**src/rtl/iter_div.sv**
```systemverilog
// rtl/iter_div.sv - multi-cycle unsigned restoring divider, fixed WIDTH-cycle latency (optional ITER_DIV_ZERO_FLAG_EN adds div_zero)
module iter_div #(
   parameter int WIDTH = 32
) (
   input  logic             clk,
   input  logic             reset,
   input  logic             go,
   input  logic [WIDTH-1:0] left,
   input  logic [WIDTH-1:0] right,
   output logic [WIDTH-1:0] quotient,
   output logic [WIDTH-1:0] remainder,
`ifdef ITER_DIV_ZERO_FLAG_EN
   output logic             div_zero,
`endif
   output logic             busy,
   output logic             done
);

   localparam int CW = (WIDTH > 2) ? $clog2(WIDTH) : 1;
   localparam logic [CW-1:0] LAST = CW'(WIDTH - 1);

   typedef enum logic [1:0] {
      IDLE = 2'd0,
      BUSY = 2'd1,
      DONE = 2'd2
   } state_t;

   state_t           state;
   logic [CW-1:0]    count;
   logic [WIDTH-1:0] rem;     // partial remainder
   logic [WIDTH-1:0] dvd;     // dividend bits still to consume; quotient bits shift in from the right
   logic [WIDTH-1:0] dsr;     // divisor captured at go
`ifdef ITER_DIV_ZERO_FLAG_EN
   logic             dz;      // divisor of the in-flight operation was zero
`endif

   logic [WIDTH:0]   shifted;
   logic [WIDTH:0]   diff;
   logic [WIDTH-1:0] rem_nxt;
   logic [WIDTH-1:0] dvd_nxt;

   // One restoring step: the top bit of the WIDTH+1 bit difference is the borrow.
   // The partial remainder stays below the divisor, so the kept value always fits WIDTH bits;
   // with a zero divisor the remainder only holds a prefix of the dividend, so no borrow appears.
   always_comb begin
      shifted = {rem, dvd[WIDTH-1]};
      diff    = shifted - {1'b0, dsr};
      rem_nxt = shifted[WIDTH-1:0];
      dvd_nxt = {dvd[WIDTH-2:0], 1'b0};
      if (!diff[WIDTH]) begin
         rem_nxt = diff[WIDTH-1:0];
         dvd_nxt = {dvd[WIDTH-2:0], 1'b1};
      end
   end

   // Control FSM with registered busy/done and result registers loaded only on entry to DONE.
   always_ff @(posedge clk) begin
      if (reset) begin
         state     <= IDLE;
         count     <= '0;
         rem       <= '0;
         dvd       <= '0;
         dsr       <= '0;
         quotient  <= '0;
         remainder <= '0;
         busy      <= 1'b0;
         done      <= 1'b0;
`ifdef ITER_DIV_ZERO_FLAG_EN
         dz        <= 1'b0;
         div_zero  <= 1'b0;
`endif
      end else begin
         case (state)
            IDLE, DONE: begin
               done <= 1'b0;
               if (go) begin
                  dvd   <= left;
                  dsr   <= right;
                  rem   <= '0;
                  count <= '0;
                  busy  <= 1'b1;
`ifdef ITER_DIV_ZERO_FLAG_EN
                  dz    <= (right == '0);
`endif
                  state <= BUSY;
               end else begin
                  state <= IDLE;
               end
            end
            BUSY: begin
               rem   <= rem_nxt;
               dvd   <= dvd_nxt;
               count <= count + 1'b1;
               if (count == LAST) begin
                  quotient  <= dvd_nxt;
                  remainder <= rem_nxt;
`ifdef ITER_DIV_ZERO_FLAG_EN
                  div_zero  <= dz;
`endif
                  count     <= '0;
                  busy      <= 1'b0;
                  done      <= 1'b1;
                  state     <= DONE;
               end
            end
            default: begin
               state <= IDLE;
               busy  <= 1'b0;
               done  <= 1'b0;
            end
         endcase
      end
   end

endmodule
```
**config.mk**
```make
export PLATFORM = sky130hd
export DESIGN_NAME = iter_div
export DESIGN_NICKNAME = d
export VERILOG_FILES = /design/src/rtl/iter_div.sv
export SDC_FILE = /design/constraint.sdc
export NUM_CORES = 1
export LEC_CHECK = 0
export BUFFER_PORTS_ARGS = -buffer_cell sky130_fd_sc_hd__buf_2
export CAP_MARGIN = 25
export CORE_MARGIN = 5
export CORE_UTILIZATION = 29
export CTS_CLUSTER_DIAMETER = 30
export DETAILED_ROUTE_END_ITERATION = 10
export GPL_TIMING_DRIVEN = 0
export PLACE_DENSITY = 0.5
export SLEW_MARGIN = 20
export SYNTH_ARGS = -nofsm -noshare
export SYNTH_HDL_FRONTEND = slang
export SYNTH_SLANG_ARGS = --single-unit
export TNS_END_PERCENT = 20
```
**constraint.sdc**
```tcl
create_clock -name clk -period 3.3 [get_ports clk]
set_clock_uncertainty 0.1 [all_clocks]
set_input_delay 0.165 -clock clk [delete_from_list [all_inputs] [get_ports clk]]
set_output_delay 0.165 -clock clk [all_outputs]
set_load 0.005 [all_outputs]
```
Word-level counts from Yosys, hierarchy flattened:

Cells that the tools add are included.

* bits in registers: 169
* latch bits: 0
* memory bits (writable): 0
* memory bits (read-only): 0
* bits of input ports: 67
* output and inout port bits: 66
* logic and storage cells: 40
* memories kept: 0

* add/sub/neg operators: 2
* multipliers: 0
* div/mod/pow operators: 0
* $lt $le $gt $ge: 0
* equality and inequality tests: 5
* shift-type cells: 0
* multiplexer cells: 15
* bitwise gates (word level): 1
* reductions and logical operators: 8

Operators by type and width (number)
* 32-bit case mux with 2 select lines: 2
* 32-bit 2-to-1 mux: 3
* 33-bit by 32-bit subtractor with 33-bit output: 1
* 5-bit 2-to-1 mux: 2
* 5-bit case mux with 2 select lines: 1
* 2-bit AND reduction: 4
* 5-bit by 1-bit adder with 5-bit output, second input constant: 1
* 5-bit == test, second input constant: 1
* 1-bit 2-to-1 mux: 4
* 2-bit != test, second input constant: 2
* 2-bit case mux with 2 select lines: 1
* 2-bit OR reduction: 2
* 2-bit by 1-bit == test with 1-bit output, second input constant: 1
* 2-bit == test, second input constant: 1
* 2-bit logical NOT: 1
* 2-bit 2-to-1 mux: 1
* 1-bit case mux with 2 select lines: 1
* 2-bit nonzero test: 1
* 1-bit inverter: 1

Logic depth before layout (Yosys ltp):

Gate-level depths: netlist of run 1.

* word-level depth: 4
* mapped depth: 15
* depth with buffers taken out: 13

Worst setup path after synthesis of run 1:

Ideal clock, no wire load.

* path type: register to register
* start: register dvd[31]
* end: register remainder[18]
* arrival: 3011 ps
* path slack: 110 ps
* cell stages (with the launch flop): 14
* cells stage by stage: dfxtp_1 > inv_1 > ha_1 > inv_1 > fa_1 > a21oi_2 > nor2_1 > o41ai_2 > nand2_1 > a221o_1 > a2111oi_2 > nor3_1 > mux2_2 > a211oi_2

* cells in the longest elaborated chain, start to end: 2

RTL lines
* start: declaration: RTL line 31 `logic [WIDTH-1:0] dvd;`
* start signal: assignment: RTL line 77 `dvd <= left;`
* start signal: assignment: RTL line 92 `dvd <= dvd_nxt;`
* 33-bit by 32-bit subtractor with 33-bit output: RTL line 47 `diff = shifted - {1'b0, dsr};`
* 32-bit 2-to-1 mux: RTL line 50 `if (!diff[WIDTH]) begin`
* end signal: assignment: RTL line 96 `remainder <= rem_nxt;`
* end: declaration: RTL line 11 `output logic [WIDTH-1:0] remainder,`

Every way passes these cells.
A chain may end at the register's enable or synchronous reset.

Worst setup path in the final report of run 1:

* start: register dvd[31]
* end: register remainder[28]

The elaborated chain is that of the path after synthesis.

==> results of run 1 <==
-- cells in the mapped netlist, types with 4 or more instances --
cell type    n  area (sq um)
nand2_1    245           920
a211oi_1    28           210
nor4_1       4          25.0
o21a_1       6          45.0
nand2b_1     5          31.3
a31oi_1      5          31.3
o21ai_0     43           215
a21oi_1     95           475
nor2_1      92           345
mux2i_1     29           290
inv_1       46           173
buf_1        5          18.8
nand4_1      6          37.5
nor3_1      10          50.1
xor2_1      15           131
o31ai_1      4          30.0
nand3_1      7          35.0
xnor2_1     15           131
clkbuf_1    56           210
o21bai_1     4          30.0
a311oi_1    31           272
a21o_1      13          97.6
nor2b_1      5          31.3
dfxtp_1    169          3380
ha_1        34           425
-- through the flow --
step	hold slack (ns)	util, %
finish	0.262	39.8
global route	0.286	39.8
CTS	0.248	38.3
detailed placement	0.312	33.4
global placement	0.310	33.4
floorplan	0.201	-
-- how the worst max path moves through the flow --
stage / startpoint / to / slack [ns] / cells past startpoint
global placement: dvd[31] / remainder[26] / -0.36 / 15
detailed placement: dvd[31] / remainder[26] / -0.39 / 15
global route: dvd[31] / remainder[28] / -0.18 / 16
finish: dvd[31] / remainder[28] / -0.07 / 16
floorplan: dvd[31] / remainder[18] / 0.11 / 13
CTS: dvd[31] / rem[25] / 0.02 / 15
-- metal layers --
| layer | global-route usage (%) | vias up | wire [um] |
|---|---|---|---|
| met5 | 0 | - | 0 |
| met1 | 21.8 | 3630 | 12300 |
| met2 | 26.3 | 181 | 11800 |
| li1 | - | 3987 | - |
| met4 | 3.35 | 0 | 262 |
| met3 | 3.05 | 19 | 1250 |
-- registers in the layout, indices dropped and copies added, names as in the netlist --
signal / cells
done: 1
rem: 32
quotient: 32
dvd: 32
count: 5
busy: 1
remainder: 32
dsr: 32
state: 2
-- power groups by stage --
stage          Sequential [W]  Combinational, W  Clock (W)
2_1_floorplan         0.00240           0.00422          0
3_3_place_gp          0.00245           0.00550          0
3_5_place_dp          0.00245           0.00547          0
4_1_cts               0.00241           0.00629    0.00204
5_1_grt               0.00247           0.00921    0.00213
6_report              0.00245           0.00865    0.00200
-- area by class of cell --
class / instances / area [sq um]
Timing Repair Buffer: 211 / 1470
Multi-Input combinational cell: 744 / 4630
Buffer: 67 / 319
Tap cell: 378 / 473
Clock inverter: 15 / 149
Sequential cell: 169 / 3390
Clock buffer: 17 / 425
Fill cell: 2889 / 16700
Inverter: 46 / 173
-- kinds of logic after synthesis --
kind of cell | share of synthesized area, %
AOI/OAI and AO/OA | 21.0
xor gates and xnor gates | 3.23
and+or+nand+nor | 19.4
buffers and inverters | 5.48
muxes | 3.85
adders and majority gates | 5.48
DFF | 41.6
-- repair_timing --
action                                 CTS  global route
gates resized for setup                 19            85
endpoints found under the hold margin   64             0
hold buffers                            64             0
cloned                                   1             3
setup endpoints to repair               66            66
setup buffers                            4             8
pin swaps                                4            25
-- worst max-delay path, delay by kind of cell (launching register included) --
kind                     cells  cell delay, ns
buffers and inverters        5            0.65
AND/OR/NAND/NOR              1            0.07
multiplexers                 1            0.26
AO/OA/AOI/OAI                6            1.04
adder cells (fa/ha/maj)      2            0.50
flip-flops                   1            0.32
XOR/XNOR                     1            0.27
==> qor.csv, run 1 <==
metric,value,unit
die height,177,um
vias,7817,
"FF+latch count, synth",169,
mapped cell area,8130,sq um
placed cell area,9260,sq um
asr flop ratio synth,0,%
Tcrit/Tclk final,102,%
row cnt,61,
drt first pass iters,5,
worst-margin pin slew,0.836,ns
final WL,25600,um
synthesized area per cell,7.92,sq um
final worst slack,-0.0658,ns
Worst Hold Endpoint,remainder[30],
hold depth,4,
Mapped Nets,1128,
reg2reg end,remainder[28],
"CTS clk-pin slew, worst paths",0.07,ns
Peak supply drop,0.727,mV
failing checks,negative setup slack,
final setup fails,18,
CP endpoint kind,register,
Antenna diodes,0,
post-place setup slack,-0.389,ns
Max Slew Vio Count,0,
Nets,1358,
arrival time worst endpoint,3.55,ns
Internal,0.00762,W
first-pass GRT wire length,40200,um
startpoint of the worst hold path,reset,
Final Instance Area,11000,sq um
clock share of power,15.3,%
vias in the first global route,7642,
worst-path maximum fanout,6,
Worst R2R Path Depth,16,
Num CTS Buffers,17,
CP peak stage delay,0.37,ns
pin count of the biggest net entering global routing,19,
worst relative slew slack,43.9,%
placed cell count,1535,
Remaining DRCs,0,
core area,27700,sq um
Root Driver,clkbuf_16,
dpl hpwl,18600,um
CP Cell Sequence,inv_2 > ha_4 > inv_2 > fa_2 > a21oi_2 > nor2_2 > o41ai_2 > buf_4 > a31oi_4 > a21oi_4 > o41ai_4 > xor2_2 > buf_6 > buf_12 > mux2i_4 > a211oi_2,
PortBufs,131,
Tot Pwr,0.0131,W
drt wl/cell,15.5,um
"commonest non-fill, non-tap cell in the layout",nand2_1,
Comb pwr share,66.1,%
WS Path Type,reg2reg,
buffer depth of the longest clock path,2,
synth warn,0,
drt first-iter violations,396,
Leak,4.44,nW
Net Sw Power,0.00548,W
Layout Cells excl Fill,1647,
R2R Setup Slk,-0.07,ns
post-synth cell types,61,
pwr dens,1190,nW/um^2
Final ANT Viol Nets,0,
initial antenna violation count,0,
Post-synth EDFFs,0,
gr usage total,16.0,%
worst r2r src,dvd[31],
Ports,133,
most used flip-flop cell after synthesis,dfxtp_1,
DIE AREA,31500,sq um
share of post-route cells with drive strength above 1,18.8,%
cell mode on critical path,inv_2,
Fin. Hold Viols,0,
sequential share of power,18.7,%
Max-cap violations,0,
CTS tree,done,
nature of the critical path startpoint,register,
H-tree depth,4,
DIE WIDTH,177,um
Layout area overhead,35.7,%
switching part of the total,41.8,%
Via-to-Cell Ratio,4.75,
clock sink count,169,
hold crit path type,in2reg,
Total Neg Setup Slack,-0.385,ns
Worst-Skew Late Latency,0.43,ns
Period minus WS final,3.37,ns
"commonest non-fill, non-tap cells in the layout","nand2_1 (245), dfxtp_1 (167), buf_2 (132)",
gr ovfl total,0,
CP max stage cell,fa_2,
Highest Clock Rate,297,MHz
outcome,finished with violations,
Synth Instances,1026,
gpl congestion,0.845,
Starting Density,29.3,%
WP data required,3.48,ns
RSZ-0062 raised after global routing,true,
"Seq/Total Area, Yosys",41.6,%
Power figures use the tool's default switching activity.
==> inputs of run 2 (changes only) <==
BUFFER_PORTS_ARGS = -buffer_cell sky130_fd_sc_hd__buf_4   (was -buffer_cell sky130_fd_sc_hd__buf_2)
CTS_CLUSTER_SIZE = 10   (was unset)
TNS_END_PERCENT = 100   (was 20)
==> run 2 against run 1 <==
The run now ends clean. Global-route usage about the same. Largest cell class unchanged. Register-to-register slack better by 0.21 ns. Critical path depth fell by 2.
==> qor.csv, run 2 (same netlist as run 1, synthesis figures left out) <==
metric,value,unit,change
clock sink count,169,,unchanged
worst-margin pin slew,0.822,ns,-0.0134 ns
CTS tree,done,,
Root Driver,clkbuf_16,,
initial antenna violation count,0,,unchanged
gpl congestion,0.837,,-0.89%
Layout Cells excl Fill,1641,,-0.36%
Final Instance Area,11200,sq um,+1.1%
Comb pwr share,59.6,%,-6.5 points
Total Neg Setup Slack,0,ns,+0.385 ns
Worst Hold Endpoint,remainder[30],,
Peak supply drop,0.880,mV,+21%
R2R Setup Slk,0.15,ns,+0.21 ns
Worst R2R Path Depth,14,,-2
vias,7765,,-0.67%
share of post-route cells with drive strength above 1,17.1,%,-1.7 points
drt first pass iters,7,,+2
pwr dens,1000,nW/um^2,-15%
gr ovfl total,0,,unchanged
Leak,4.43,nW,-0.36%
Starting Density,29.3,%,unchanged
nature of the critical path startpoint,register,,
RSZ-0062 raised after global routing,false,,
WS Path Type,reg2reg,,
"commonest non-fill, non-tap cell in the layout",nand2_1,,
DIE WIDTH,177,um,unchanged
Via-to-Cell Ratio,4.73,,-0.30%
Ports,133,,unchanged
DIE AREA,31500,sq um,unchanged
Max-cap violations,0,,unchanged
Net Sw Power,0.00481,W,-12%
Num CTS Buffers,17,,unchanged
worst-path maximum fanout,3,,-3
final WL,25300,um,-0.98%
hold crit path type,in2reg,,
placed cell count,1535,,unchanged
drt wl/cell,15.4,um,-0.61%
post-place setup slack,-0.437,ns,-0.0481 ns
pin count of the biggest net entering global routing,20,,+1
die height,177,um,unchanged
clock share of power,18.8,%,+3.5 points
reg2reg end,remainder[18],,
Worst-Skew Late Latency,0.44,ns,about the same
PortBufs,131,,unchanged
Tot Pwr,0.0112,W,-14%
Final ANT Viol Nets,0,,unchanged
buffer depth of the longest clock path,2,,unchanged
arrival time worst endpoint,3.41,ns,-0.14 ns
outcome,finished clean,,
core area,27700,sq um,unchanged
final setup fails,0,,-18
hold depth,4,,unchanged
first-pass GRT wire length,40500,um,+0.62%
worst relative slew slack,44.8,%,+0.90 points
dpl hpwl,18700,um,+0.87%
switching part of the total,42.9,%,+1.1 points
Layout area overhead,37.2,%,
Internal,0.00640,W,-16%
Antenna diodes,0,,unchanged
final worst slack,0.146,ns,+0.212 ns
sequential share of power,21.6,%,+2.9 points
Tcrit/Tclk final,95.6,%,-6.4 points
placed cell area,9590,sq um,+3.5%
WP data required,3.55,ns,+0.07 ns
"CTS clk-pin slew, worst paths",0.07,ns,about the same
H-tree depth,4,,unchanged
Nets,1352,,-0.44%
vias in the first global route,7525,,-1.5%
gr usage total,16.0,%,+0.022 points
CP endpoint kind,register,,
startpoint of the worst hold path,reset,,
Fin. Hold Viols,0,,unchanged
Max Slew Vio Count,0,,unchanged
Period minus WS final,3.15,ns,-0.212 ns
Remaining DRCs,0,,unchanged
drt first-iter violations,326,,-18%
worst r2r src,dvd[31],,
"commonest non-fill, non-tap cells in the layout","nand2_1 (245), dfxtp_1 (168), buf_4 (143)",,
# fillers,2953,,+2.2%
Highest Clock Rate,317,MHz,+6.7%
row cnt,61,,unchanged
## run 2: cell count changes in the layout (fill, tap and decap cells not counted), moves of 3 or more
| cell | before | now |
|---|---|---|
| buf_12 | 4 | 1 |
| buf_6 | 4 | 1 |
| ha_4 | 1 | 4 |
| ha_1 | 32 | 29 |
| o21ai_0 | 26 | 42 |
| o21ai_1 | 18 | 2 |
| clkinv_4 | 3 | 0 |
| buf_4 | 11 | 143 |
| mux2i_4 | 17 | 3 |
| buf_2 | 132 | 1 |
| mux2i_1 | 6 | 22 |
| clkinv_8 | 1 | 5 |
## run 2: worst max-delay path, cell delays in order (launching register included)
cell and delay, ns:
dfxtp_2 0.33, inv_2 0.07, ha_4 0.13, inv_1 0.05, fa_2 0.34, a21oi_2 0.16, nor2_2 0.07, o41ai_2 0.19
buf_4 0.17, nand2_1 0.08, a221o_1 0.40, a2111oi_2 0.37, nor3_1 0.10, mux2_2 0.30, a211oi_2 0.20
## run 2: stage by stage
step                hold slack, ns  utilization, %
floorplan                    0.201               -
global placement             0.318            34.6
detailed placement           0.322            34.6
CTS                          0.240            39.8
global route                 0.291            40.3
finish                       0.249            40.3
## run 2: worst max path at each step
stage	cells past startpoint	from	end	slack, ns
after floorplan	13	dvd[31]	remainder[18]	0.11
after global placement	15	dvd[31]	remainder[26]	-0.38
after detailed placement	15	dvd[31]	remainder[28]	-0.44
after CTS	17	dvd[31]	rem[2]	0.02
after global routing	12	dsr[22]	rem[31]	0.008
final	14	dvd[31]	remainder[18]	0.15
## run 2: area by class of cell
type	count	area, sq um	share of cell area, %
Buffer	67	298	2.67
Clock buffer	17	425	3.81
Clock inverter	15	199	1.78
Tap cell	378	473	4.24
Timing Repair Buffer	205	1700	15.2
Inverter	46	173	1.55
Sequential cell	169	3380	30.3
Multi-Input combinational cell	744	4500	40.4
## run 2: repair_timing
item,CTS,global route
hold endpoints to repair,64,0
buffers inserted,10,1
setup endpoints to repair,66,62
pin swaps,7,9
gates resized for setup,22,25
hold buffers,64,0
## run 2: per-layer routing
metal | track usage, % | share of wire (%) | vias to the layer above | routed length (um)
li1 | - | - | 3974 | -
met1 | 22.0 | 48 | 3615 | 12000
met2 | 26.1 | 46 | 152 | 11800
met3 | 3.05 | 4.9 | 24 | 1250
met4 | 3.42 | 1.1 | 0 | 273
met5 | 0 | 0 | - | 0
## run 2: power groups by stage
stage	clock network, W	registers (W)	logic, W
2_1_floorplan	0	0.00240	0.00422
3_3_place_gp	0	0.00245	0.00554
3_5_place_dp	0	0.00245	0.00552
4_1_cts	0.00215	0.00241	0.00635
5_1_grt	0.00224	0.00245	0.00722
6_report	0.00210	0.00242	0.00668
==> inputs of run 3 (changes only) <==
PLACE_DENSITY = 0.49   (was 0.5)
clock period = 3.08 ns   (was 3.3 ns; I/O delays follow)
==> run 3 against run 2 <==
Total power increased by 37%. The flow now finishes with violations (negative setup slack). Routed wire length increased by 2.8%. Non-clock buffer count increased by 12. Register-to-register slack got worse by 0.27 ns.
==> qor.csv, run 3 (same netlist as run 1, synthesis figures left out) <==
metric,value,unit,change
outcome,finished with violations,,
Peak supply drop,1.08,mV,+22%
Antenna diodes,0,,unchanged
pin count of the biggest net entering global routing,21,,+5.0%
DIE AREA,31500,sq um,unchanged
Layout area overhead,44.0,%,
max layer used,met4,,
initial antenna violation count,0,,unchanged
WS Path Type,reg2reg,,
Starting Density,29.3,%,unchanged
worst relative slew slack,46.6,%,+1.8 points
core area,27700,sq um,unchanged
Period minus WS final,3.21,ns,+0.0527 ns
area of the multi-input gates,4810,sq um,+6.9%
Reg area,3380,sq um,unchanged
DR WL met3,1200,um,-4.7%
Final ANT Viol Nets,0,,unchanged
final worst slack,-0.126,ns,-0.273 ns
pwr dens,1310,nW/um^2,+31%
worst-path maximum fanout,4,,+1
Layout Cells excl Fill,1653,,+0.73%
CP peak stage delay,0.36,ns,-0.04 ns
failing checks,negative setup slack,,
Fin. Hold Viols,0,,unchanged
gr usage total,16.4,%,+0.41 points
Max-cap violations,0,,unchanged
hold crit path type,in2reg,,
first-pass GRT wire length,41200,um,+1.9%
CP Cell Sequence,inv_2 > ha_4 > inv_2 > fa_2 > a21oi_4 > nor2_2 > o41ai_4 > a31oi_4 > a21oi_4 > o41ai_4 > xor2_2 > bufbuf_16 > buf_12 > or2_4 > a32o_1,,
RSZ-0062 raised after global routing,true,,
die height,177,um,unchanged
Highest Clock Rate,312,MHz,-1.6%
"commonest non-fill, non-tap cell in the layout",nand2_1,,
drt first-iter violations,308,,-5.5%
gr ovfl total,0,,unchanged
vias,7807,,+0.54%
share of post-route cells with drive strength above 1,21.2,%,+4.1 points
# fillers,2788,,-5.6%
Root Driver,clkbuf_16,,
drt first pass iters,5,,-2
Num CTS Buffers,17,,unchanged
final WL,26000,um,+2.8%
clock sink count,169,,unchanged
Tot Pwr,0.0154,W,+37%
Via-to-Cell Ratio,4.72,,-0.19%
PortBufs,131,,unchanged
Tcrit/Tclk final,104,%,+8.5 points
DIE WIDTH,177,um,unchanged
"commonest non-fill, non-tap cells in the layout","nand2_1 (240), dfxtp_1 (168), buf_4 (144)",,
Max Slew Vio Count,0,,unchanged
buffer depth of the longest clock path,2,,unchanged
dpl hpwl,18600,um,-0.75%
CP endpoint kind,register,,
arrival time worst endpoint,3.44,ns,+0.03 ns
drt wl/cell,15.8,um,+2.0%
Leak,4.59,nW,+3.8%
vias in the first global route,7734,,+2.8%
placed cell count,1535,,unchanged
Met1 Wirelength,12500,um,+4.1%
"CTS clk-pin slew, worst paths",0.08,ns,about the same
Nets,1364,,+0.89%
worst-margin pin slew,0.795,ns,-0.0271 ns
Worst-Skew Late Latency,0.44,ns,about the same
WP data required,3.31,ns,-0.24 ns
gpl congestion,0.863,,+3.1%
Total Neg Setup Slack,-2.60,ns,-2.60 ns
Remaining DRCs,0,,unchanged
H-tree depth,4,,unchanged
CP max stage cell,fa_2,,
CTS tree,done,,
final setup fails,55,,+55
Ports,133,,unchanged
row cnt,61,,unchanged
nature of the critical path startpoint,register,,
met2 WL,11900,um,+1.2%
run 3: cell type report:
class / instances / area share, %
timing repair buffer: 218 / 16.4
sequential: 169 / 28.9
inverter: 46 / 1.48
multi-input combinational: 744 / 41.1
tap: 378 / 4.04
buffer: 66 / 2.73
clock buffer: 17 / 3.63
clock inverter: 15 / 1.68
run 3: path summary, 6_finish.rpt:
kind / from / endpoint / slack (ns) / depth (start not counted)
min reg2reg: dsr[7] / dsr[7] / 0.36 / 2
max: dvd[31] / rem[2] / -0.13 / 15
min: reset / remainder[30] / 0.22 / 4
max reg2reg: dvd[31] / rem[2] / -0.13 / 15
run 3: layer usage:
| metal | up-vias | GRT usage (%) |
|---|---|---|
| met5 | - | 0 |
| met4 | 0 | 4.16 |
| met3 | 30 | 3.24 |
| met2 | 160 | 26.6 |
| met1 | 3613 | 22.4 |
| li1 | 4004 | - |
run 3: worst max-delay path, delay by kind of cell (launching register included):
family	cells	cell delay, ns
simple gates	2	0.28
compound gates	6	1.16
flops	1	0.33
xor+xnor	1	0.20
buf+inv	4	0.52
fa+ha+maj	2	0.49
run 3: timing repair:
action,in CTS,in global routing
resized for setup,74,72
hold endpoints to repair,64,0
setup buffers,15,5
endpoints found under the setup margin,66,68
pin swaps,10,15
hold buffers,64,0
cloned,3,1
run 3: power by group:
group	internal (W)	switching (W)	leakage (nW)
Sequential	0.00240	0.000216	1.38
Clock	0.00111	0.00112	0.299
Combinational	0.00560	0.00491	2.92
Total	0.00912	0.00624	4.59
run 3: metrics by stage:
stage	setup slack, ns	util [%]	area, sq um	hold slack [ns]
after detailed placement	-0.551	34.6	9590	0.310
after global routing	-0.260	42.2	11700	0.247
final	-0.126	42.2	11700	0.222
after global placement	-0.520	34.6	9590	0.307
after floorplan	0.000986	-	8130	0.190
after CTS	-0.146	41.0	11400	0.215
